`src/rtl/bpsk_modulator.sv`:
```
// BPSK modulator: bit FIFO, symbol FSM, free-running carrier phase and a registered +/-cos output.
// Optional preamble generator compiled in with `define BPSK_MOD_PREAMBLE_EN.

`ifndef SAMPLES_PER_SYMBOL
`define SAMPLES_PER_SYMBOL 80
`endif
`ifndef FIXDT_32_WIDTH
`define FIXDT_32_WIDTH 32
`endif
`ifndef CARRIER_SAMPLES_PER_PERIOD
`define CARRIER_SAMPLES_PER_PERIOD 64
`endif
`ifndef SAMPLING_FREQ
`define SAMPLING_FREQ 100000000
`endif
`ifndef CARRIER_FREQ
`define CARRIER_FREQ 1562500
`endif

// 64-entry cosine table built from a 17-point quarter wave, amplitude 32767.
module cosine_lut #(
  parameter int W = 32
) (
  input  logic [5:0]          angle_i,
  output logic signed [W-1:0] cos_o
);

  function automatic logic [15:0] quarter(input logic [4:0] k);
    case (k)
      5'd0:    quarter = 16'd32767;
      5'd1:    quarter = 16'd32609;
      5'd2:    quarter = 16'd32137;
      5'd3:    quarter = 16'd31356;
      5'd4:    quarter = 16'd30273;
      5'd5:    quarter = 16'd28898;
      5'd6:    quarter = 16'd27245;
      5'd7:    quarter = 16'd25329;
      5'd8:    quarter = 16'd23170;
      5'd9:    quarter = 16'd20787;
      5'd10:   quarter = 16'd18204;
      5'd11:   quarter = 16'd15446;
      5'd12:   quarter = 16'd12539;
      5'd13:   quarter = 16'd9512;
      5'd14:   quarter = 16'd6393;
      5'd15:   quarter = 16'd3212;
      5'd16:   quarter = 16'd0;
      default: quarter = 16'd0;
    endcase
  endfunction

  logic [4:0]          j_s;
  logic [4:0]          k_s;
  logic signed [W-1:0] mag_s;
  logic                neg_s;

  // Odd quadrants read the table mirrored; quadrants 1 and 2 are negative.
  always_comb begin
    j_s   = {1'b0, angle_i[3:0]};
    k_s   = angle_i[4] ? (5'd16 - j_s) : j_s;
    neg_s = angle_i[5] ^ angle_i[4];
    mag_s = $signed({{(W-16){1'b0}}, quarter(k_s)});
    if (neg_s) begin
      cos_o = -mag_s;
    end else begin
      cos_o = mag_s;
    end
  end

endmodule

module bpsk_modulator #(
  parameter int SAMPLES_PER_SYMBOL   = `SAMPLES_PER_SYMBOL,
  parameter int FIFO_DEPTH           = 4,
  parameter int INITIAL_PHASE_OFFSET = 0,
  parameter int PREAMBLE_SYMBOLS     = 8
) (
  input  logic                              clk,
  input  logic                              rst,
  input  logic                              bit_in,
  input  logic                              bit_valid,
  output logic                              bit_ready,
  output logic signed [`FIXDT_32_WIDTH-1:0] sample_out,
  output logic                              sample_valid,
  output logic                              symbol_start,
  output logic                              busy,
  output logic [$clog2(FIFO_DEPTH):0]       fifo_level
);

  localparam int W    = `FIXDT_32_WIDTH;
  localparam int AW   = $clog2(`CARRIER_SAMPLES_PER_PERIOD);
  localparam int STEP = `CARRIER_SAMPLES_PER_PERIOD / (`SAMPLING_FREQ / `CARRIER_FREQ);
  localparam int PW   = $clog2(FIFO_DEPTH);
  localparam int LW   = PW + 1;
  localparam int CW   = $clog2(SAMPLES_PER_SYMBOL);
  localparam logic [CW-1:0] LAST_CNT = CW'(SAMPLES_PER_SYMBOL - 1);

`ifdef BPSK_MOD_PREAMBLE_EN
  localparam int PCW = (PREAMBLE_SYMBOLS > 1) ? $clog2(PREAMBLE_SYMBOLS) : 1;
  typedef enum logic [1:0] {IDLE = 2'd0, PREAMBLE = 2'd1, DATA = 2'd2} state_t;
  logic [PCW-1:0] pre_cnt_q, pre_cnt_d;
`else
  typedef enum logic [0:0] {IDLE = 1'b0, DATA = 1'b1} state_t;
  logic preamble_unused;
  assign preamble_unused = (PREAMBLE_SYMBOLS > 0);
`endif

  function automatic logic signed [W-1:0] neg_sat(input logic signed [W-1:0] v);
    if (v == {1'b1, {(W-1){1'b0}}}) begin
      neg_sat = {1'b0, {(W-1){1'b1}}};
    end else begin
      neg_sat = -v;
    end
  endfunction

  state_t              state_q, state_d;
  logic [CW-1:0]       sym_cnt_q, sym_cnt_d;
  logic                cur_bit_q, cur_bit_d;
  logic [AW-1:0]       lu_angle_q;
  logic                mem_q [FIFO_DEPTH];
  logic [PW-1:0]       wr_ptr_q, rd_ptr_q;
  logic [LW-1:0]       level_q;
  logic                push_s, pop_s, head_s, active_s;
  logic signed [W-1:0] lut_s;
  logic signed [W-1:0] sample_q;
  logic                valid_q, start_q;

  assign bit_ready    = (level_q != LW'(FIFO_DEPTH));
  assign push_s       = bit_valid && bit_ready;
  assign head_s       = mem_q[rd_ptr_q];
  assign active_s     = (state_q != IDLE);
  assign busy         = active_s;
  assign fifo_level   = level_q;
  assign sample_out   = sample_q;
  assign sample_valid = valid_q;
  assign symbol_start = start_q;

  cosine_lut #(.W(W)) u_lut (
    .angle_i (lu_angle_q),
    .cos_o   (lut_s)
  );

  // Carrier phase runs in every state so the phase stays continuous across idle gaps.
  always_ff @(posedge clk) begin
    if (rst) begin
      lu_angle_q <= AW'(INITIAL_PHASE_OFFSET);
    end else begin
      lu_angle_q <= lu_angle_q + AW'(STEP);
    end
  end

  // Bit FIFO; pointer wrap relies on FIFO_DEPTH being a power of two.
  always_ff @(posedge clk) begin
    if (rst) begin
      wr_ptr_q <= '0;
      rd_ptr_q <= '0;
      level_q  <= '0;
    end else begin
      if (push_s) begin
        mem_q[wr_ptr_q] <= bit_in;
        wr_ptr_q        <= wr_ptr_q + PW'(1);
      end
      if (pop_s) begin
        rd_ptr_q <= rd_ptr_q + PW'(1);
      end
      case ({push_s, pop_s})
        2'b10:   level_q <= level_q + LW'(1);
        2'b01:   level_q <= level_q - LW'(1);
        default: level_q <= level_q;
      endcase
    end
  end

  // Symbol FSM state register.
  always_ff @(posedge clk) begin
    if (rst) begin
      state_q   <= IDLE;
      sym_cnt_q <= '0;
      cur_bit_q <= 1'b0;
`ifdef BPSK_MOD_PREAMBLE_EN
      pre_cnt_q <= '0;
`endif
    end else begin
      state_q   <= state_d;
      sym_cnt_q <= sym_cnt_d;
      cur_bit_q <= cur_bit_d;
`ifdef BPSK_MOD_PREAMBLE_EN
      pre_cnt_q <= pre_cnt_d;
`endif
    end
  end

  // Symbol FSM next state: a bit is popped only when a new data symbol is loaded.
  always_comb begin
    state_d   = state_q;
    sym_cnt_d = sym_cnt_q;
    cur_bit_d = cur_bit_q;
    pop_s     = 1'b0;
`ifdef BPSK_MOD_PREAMBLE_EN
    pre_cnt_d = pre_cnt_q;
`endif
    case (state_q)
      IDLE: begin
        sym_cnt_d = '0;
        if (level_q != '0) begin
`ifdef BPSK_MOD_PREAMBLE_EN
          state_d   = PREAMBLE;
          cur_bit_d = 1'b1;
          pre_cnt_d = '0;
`else
          state_d   = DATA;
          cur_bit_d = head_s;
          pop_s     = 1'b1;
`endif
        end else begin
          state_d = IDLE;
        end
      end
`ifdef BPSK_MOD_PREAMBLE_EN
      PREAMBLE: begin
        if (sym_cnt_q == LAST_CNT) begin
          sym_cnt_d = '0;
          if (pre_cnt_q == PCW'(PREAMBLE_SYMBOLS - 1)) begin
            if (level_q != '0) begin
              state_d   = DATA;
              cur_bit_d = head_s;
              pop_s     = 1'b1;
            end else begin
              state_d = IDLE;
            end
          end else begin
            pre_cnt_d = pre_cnt_q + PCW'(1);
            cur_bit_d = ~cur_bit_q;
          end
        end else begin
          sym_cnt_d = sym_cnt_q + CW'(1);
        end
      end
`endif
      DATA: begin
        if (sym_cnt_q == LAST_CNT) begin
          sym_cnt_d = '0;
          if (level_q != '0) begin
            cur_bit_d = head_s;
            pop_s     = 1'b1;
          end else begin
            state_d = IDLE;
          end
        end else begin
          sym_cnt_d = sym_cnt_q + CW'(1);
        end
      end
      default: begin
        state_d   = IDLE;
        sym_cnt_d = '0;
      end
    endcase
  end

  // Output register: signed carrier while a symbol is active, zero otherwise.
  always_ff @(posedge clk) begin
    if (rst) begin
      sample_q <= '0;
      valid_q  <= 1'b0;
      start_q  <= 1'b0;
    end else begin
      valid_q  <= active_s;
      start_q  <= active_s && (sym_cnt_q == '0);
      sample_q <= active_s ? (cur_bit_q ? lut_s : neg_sat(lut_s)) : '0;
    end
  end

endmodule

```
`config.mk`:
```
export PLATFORM = sky130hd
export DESIGN_NAME = bpsk_modulator
export DESIGN_NICKNAME = d
export VERILOG_FILES = /design/src/rtl/bpsk_modulator.sv
export SDC_FILE = /design/constraint.sdc
export NUM_CORES = 1
export LEC_CHECK = 0
export ABC_CLOCK_PERIOD_IN_PS = 9300
export BUFFER_PORTS_ARGS = -buffer_cell sky130_fd_sc_hd__clkbuf_2
export CAP_MARGIN = 20
export CORE_MARGIN = 8
export CORE_UTILIZATION = 64
export DETAILED_ROUTE_END_ITERATION = 16
export PLACE_DENSITY = 0.84
export SKIP_CTS_REPAIR_TIMING = 1
export SLEW_MARGIN = 20
export SYNTH_ARGS = -nofsm -noshare
export SYNTH_HDL_FRONTEND = slang
export SYNTH_SLANG_ARGS = --single-unit
```
`constraint.sdc`:
```
create_clock -name clk -period 9.3 [get_ports clk]
set_clock_uncertainty 0.05 [all_clocks]
set_input_delay 2.325 -clock clk [delete_from_list [all_inputs] [get_ports clk]]
set_output_delay 2.325 -clock clk [all_outputs]
set_load 0.005 [all_outputs]
```
==> qor.yml, run 1 <==
wire_per_inst_um: 15.2
ir_worst_vdd_v: 0.000210
h-tree-depth: 3
synth_compound_gate_area_share_pct: 18.3
max_freq_mhz: 173
cp-end-kind: "flop"
leakagePower_nw: 1.68
powerDensity_nw_per_um2: 225
start_util_pct: 64.5
setup_tns_ns: 0
drc: 0
nFillCells: 419
fin_crit_ns: 5.80
async_reset_ff_share_pct: 0
path_max_fanout: 21
cap_violations: 0
arrival_ns: 5.97
avgSynthCellArea_um2: 8.42
holdCritPathClass: "flop to flop"
clock_sinks: 62
synth_edf_count: 4
cts_tree: "built"
worst_pin_slew_ns: 0.993
critical_path_class: "flop to flop"
firstDrtPassIters: 5
p_total_uw: 937
insertedDiodeCount: 0
clk_latency_ns: 0.35
cts_root_buf: "clkbuf_8"
synth.ff_latch_count: 62
die_y_um: 92.3
synth.distinct_cells: 70
yosysWarnings: 0
grt_use_total_pct: 20.4
grt_pass1_wl_um: 14400
syn_inst: 443
synthMuxAreaShare_pct: 2.21
rsz0062_at_grt: "no"
core_area_um2: 5780
synth_seq_area_share_pct: 34.4
clock_path_buffers: 2
synthAdderAreaFrac_pct: 6.57
reg2regPathDepth: 18
postLayoutCellArea_um2: 4160
gp_congestion: 0.934
area.growth.synth_to_final_pct: 11.6
yosys.area_share.simple_pct: 22.8
dp_hpwl_um: 5890
synth_xor_xnor_area_share_pct: 9.86
status: "completed"
dpl_cell_area_um2: 3920
vias: 3188
avgViaCountPerCell: 5.78
syn_area_um2: 3730
grt_max_degree: 27
maxSlewHeadroom_pct: 33.3
synth_fp_nets: 466
die_area_um2: 8530
worstSetupStartpointType: "flop"
whs_path_depth: 1
rows: 28
numCtsBuffers: 9
final_common_cell: "nor2_1"
slew_viol_final: 0
drtIter0Drc: 239
path_clk_slew_ns: 0.07
synthFlopType: "dfxtp_1"
die_x_um: 92.3
fin_nets: 495
io_buffers: 42
hold_viol_final: 0
fin_crit_sh_pct: 62.3
antenna_found_initial: 0
drive_above_1_share_pct: 16.8
cp.required_ns: 9.47
grt_pass1_vias: 3059
io_pins: 43
setup_viol: 0
routed_wl_um: 8380
detail-route-antenna-nets: 0
overflow: 0
synth_top_family_by_area: "simple AND/OR/NAND/NOR gates"
final_cell_mix: "nor2_1, dfxtp_1, clkbuf_2"
## Yosys cell counts (7+ instances only)
cell	number	area (µm²)
nand2_1	22	82.6
inv_1	22	82.6
o21ai_1	8	40.0
o21ai_0	20	100
ha_1	18	225
nor2b_1	10	62.6
nand3_1	10	50.1
nor3_1	14	70.1
a21oi_1	17	85.1
dfxtp_1	58	1160
and2_1	7	43.8
nor2_1	71	267
clkbuf_1	12	45.0
xnor2_1	29	254
xor2_1	13	114
buf_2	8	40.0
## critical path: stages, from the launching register on
cell and delay (ns):
dfxtp_1 0.78, inv_1 0.33, ha_1 0.42, nand2b_1 0.22, xnor2_1 0.76, a211oi_1 0.13, a21oi_1 0.19, o22ai_2 0.18
inv_1 0.15, ha_1 0.23, o41ai_1 0.15, nor4_1 0.37, and4_1 0.30, and3_1 0.19, ha_1 0.25, o31ai_1 0.29
nor4b_2 0.33, a21o_1 0.26, o21ai_1 0.10
## state kept, by name, indices dropped and copies added (netlist names), named ones only
name / count
mem_q: 4
busy: 1
lu_angle_q: 6
rd_ptr_q: 2
sym_cnt_q: 7
sample_out: 32
sample_valid: 1
cur_bit_q: 1
symbol_start: 1
fifo_level: 3
wr_ptr_q: 2
## area by class of cell
class,instances,area (µm²),area share [%]
Multi-Input combinational cell,333,2230,53.6
Sequential cell,62,1280,30.8
Timing Repair Buffer,44,225,5.41
Clock buffer,10,149,3.58
Clock inverter,6,97.6,2.35
Tap cell,75,93.8,2.25
Inverter,22,82.6,1.98
## path summary, 6_finish.rpt
| path | end | startpoint | slack [ns] |
|---|---|---|---|
| setup / recovery | sample_out[28]$_SDFF_PP0_ | lu_angle_q[0]$_SDFF_PP0_ | 3.50 |
| hold / removal | sym_cnt_q[0]$_SDFF_PP0_ | sym_cnt_q[0]$_SDFF_PP0_ | 0.43 |
| setup reg to reg | sample_out[28]$_SDFF_PP0_ | lu_angle_q[0]$_SDFF_PP0_ | 3.50 |
| hold reg to reg | sym_cnt_q[0]$_SDFF_PP0_ | sym_cnt_q[0]$_SDFF_PP0_ | 0.43 |
## power breakdown
part           internal [mW]  switching (mW)
registers              0.320          0.0377
logic                  0.126           0.163
clock network          0.172           0.118
total                  0.617           0.320
## cell families after synthesis
| group | Yosys count |
|---|---|
| xor gates and xnor gates | 42 |
| adders and majority gates | 19 |
| buffers and inverters | 48 |
| DFF | 62 |
| muxes | 7 |
| and+or+nand+nor | 169 |
| AOI/OAI and AO/OA | 96 |
## layer usage
metal / wire length (µm) / vias to the layer above / GRT usage [%] / part of all wire, %
met5: 0 / - / 0 / 0
met4: 197 / 0 / 10.2 / 2.3
met3: 540 / 23 / 5.99 / 6.4
met2: 3960 / 85 / 32.5 / 47
met1: 3680 / 1485 / 24.6 / 44
li1: - / 1595 / - / -
## stage by stage
step,setup slack (ns),instances,utilization (%),hold slack [ns]
finish,3.50,552,72.0,0.433
global route,2.87,552,72.0,0.483
CTS,3.59,552,72.0,0.443
detailed placement,3.63,536,67.7,0.403
global placement,3.82,536,67.7,0.388
floorplan,4.73,443,-,0.376
(Power assumes the default switching activity.)
==> run 2: changes to the inputs <==
--- a/config.mk
+++ b/config.mk
@@ -5,13 +5,13 @@
 export SDC_FILE = /design/constraint.sdc
 export NUM_CORES = 1
 export LEC_CHECK = 0
-export ABC_CLOCK_PERIOD_IN_PS = 9300
+export ABC_CLOCK_PERIOD_IN_PS = 4910
 export BUFFER_PORTS_ARGS = -buffer_cell sky130_fd_sc_hd__clkbuf_2
 export CAP_MARGIN = 20
 export CORE_MARGIN = 8
-export CORE_UTILIZATION = 64
+export CORE_UTILIZATION = 54
 export DETAILED_ROUTE_END_ITERATION = 16
-export PLACE_DENSITY = 0.84
+export PLACE_DENSITY = 0.76
 export SKIP_CTS_REPAIR_TIMING = 1
 export SLEW_MARGIN = 20
 export SYNTH_ARGS = -nofsm -noshare
==> constraint.sdc (replaced) <==
create_clock -name clk -period 4.91 [get_ports clk]
set_clock_uncertainty 0.05 [all_clocks]
set_input_delay 1.2275 -clock clk [delete_from_list [all_inputs] [get_ports clk]]
set_output_delay 1.2275 -clock clk [all_outputs]
set_load 0.005 [all_outputs]
==> run 2 against run 1 <==
  * First-iteration DRC count down 21%
  * Die area up 15%
  * Register-to-register slack worse by 3.1 ns
  * Routed wire length down 2.3%
  * Worst hold slack worse by 0.016 ns
  * Critical path type unchanged
  * Largest cell class unchanged
==> qor.yml, run 2 (same netlist as run 1, synthesis figures left out) <==
status: "completed"
final_common_cell: "nor2_1"
antenna_found_initial: 0
dp_hpwl_um: 6060
ir_worst_vdd_v: 0.000183
gp_congestion: 0.922
die_y_um: 99.1
crit_chain: "inv_1, ha_1, mux2i_1, inv_1, buf_4, ha_1, nor2b_1, o32ai_1, o211ai_2, a21bo_4, nor4_1, and4_1, and3_1, ha_1, o31ai_2, nor4b_4, a21o_1, o21ai_1"
routed_wl_um: 8190
hold_viol_final: 0
worst_path_max_delay_cell: "nor4_1"
cp.depth: 18
path_max_fanout: 7
grt_use_total_pct: 17.3
avgViaCountPerCell: 5.61
arrival_ns: 4.70
cts_root_buf: "clkbuf_8"
clock_sinks: 62
drtIter0Drc: 190
fin_nets: 511
die_area_um2: 9820
ff2ff_setup_slack_ns: 0.38
worstSetupStartpointType: "flop"
clk_latency_ns: 0.34
wire_per_inst_um: 14.3
reg2regPathDepth: 18
max_freq_mhz: 221
h-tree-depth: 3
largest_reg_flops: 32
numCtsBuffers: 9
grt_pass1_wl_um: 14000
io_pins: 43
worst_pin_slew_ns: 0.954
firstDrtPassIters: 4
cp_slowest_stage_delay_ns: 0.36
r2r_end: "sample_out[26]$_SDFF_PP0_"
setup_tns_ns: 0
postLayoutCellArea_um2: 4240
insertedDiodeCount: 0
area.growth.synth_to_final_pct: 13.7
slew_viol_final: 0
powerDensity_nw_per_um2: 387
fin_crit_sh_pct: 92.3
critical-path-top-delay-family: "simple AND/OR/NAND/NOR gates"
r2r_start: "lu_angle_q[0]$_SDFF_PP0_"
die_x_um: 99.1
worst-path-buf-inv: 3
dpl_cell_area_um2: 4030
leakagePower_nw: 1.75
detail-route-antenna-nets: 0
rows: 30
drc: 0
vias: 3214
path_clk_slew_ns: 0.08
maxSlewHeadroom_pct: 36.2
crit_path_end: "sample_out[26]$_SDFF_PP0_"
drive_above_1_share_pct: 20.1
core_area_um2: 6760
cap_violations: 0
io_buffers: 42
final_cell_mix: "nor2_1, dfxtp_1, clkbuf_2"
postLayoutCoreUtil_pct: 62.8
holdCritPathClass: "flop to flop"
cp-end-kind: "flop"
cp-startpoint: "lu_angle_q[0]$_SDFF_PP0_"
cp_common_cell: "ha_1"
overflow: 0
cts_tree: "built"
cp.required_ns: 5.07
fin_crit_ns: 4.53
grt_pass1_vias: 3010
grt_max_degree: 23
start_util_pct: 55.2
critical_path_class: "flop to flop"
clock_path_buffers: 2
setup_viol: 0
[run 2: how the worst min path moves through the flow]
stage,from,end,slack (ns),cells past startpoint
3_3_place_gp,sym_cnt_q[0]$_SDFF_PP0_,sym_cnt_q[0]$_SDFF_PP0_,0.39,1
6_report,sym_cnt_q[0]$_SDFF_PP0_,sym_cnt_q[0]$_SDFF_PP0_,0.42,1
4_1_cts,sym_cnt_q[0]$_SDFF_PP0_,sym_cnt_q[0]$_SDFF_PP0_,0.42,1
2_1_floorplan,sym_cnt_q[0]$_SDFF_PP0_,sym_cnt_q[0]$_SDFF_PP0_,0.38,1
5_1_grt,sym_cnt_q[0]$_SDFF_PP0_,sym_cnt_q[0]$_SDFF_PP0_,0.46,1
3_5_place_dp,sym_cnt_q[0]$_SDFF_PP0_,sym_cnt_q[0]$_SDFF_PP0_,0.40,1
[run 2: power breakdown]
| group | internal [mW] | switching [mW] |
|---|---|---|
| clock network | 0.200 | 0.214 |
| registers | 0.605 | 0.0587 |
| logic | 0.251 | 0.313 |
[run 2: cell type report]
cell class / instances / area, µm²
clock inverter: 6 / 45.0
multi-input combinational: 333 / 2250
inverter: 22 / 82.6
fill: 579 / 2510
tap: 80 / 100
sequential: 62 / 1280
timing repair buffer: 60 / 345
clock buffer: 10 / 138
[run 2: metrics by stage]
step | power [mW] | cells | worst slack [ns] | hold slack [ns]
global placement | 1.22 | 556 | 0.557 | 0.387
finish | 1.64 | 573 | 0.376 | 0.417
global route | 1.76 | 573 | -0.0202 | 0.459
floorplan | 1.07 | 443 | 0.343 | 0.376
detailed placement | 1.24 | 556 | 0.351 | 0.401
CTS | 1.65 | 572 | 0.321 | 0.420
[run 2: per-layer routing]
layer	track usage (%)	wire [µm]	vias to the layer above
li1	-	-	1620
met3	5.24	557	15
met5	0	0	-
met4	7.57	151	0
met2	27.7	3820	112
met1	20.9	3670	1467
[run 2: worst register-to-register path, stage by stage, from the launching register on]
cell,delay (ns)
dfxtp_1,0.35
inv_1,0.06
ha_1,0.32
mux2i_1,0.29
inv_1,0.10
buf_4,0.17
ha_1,0.22
nor2b_1,0.18
o32ai_1,0.15
o211ai_2,0.18
a21bo_4,0.28
nor4_1,0.36
and4_1,0.30
and3_1,0.20
ha_1,0.26
o31ai_2,0.28
nor4b_4,0.28
a21o_1,0.25
o21ai_1,0.10
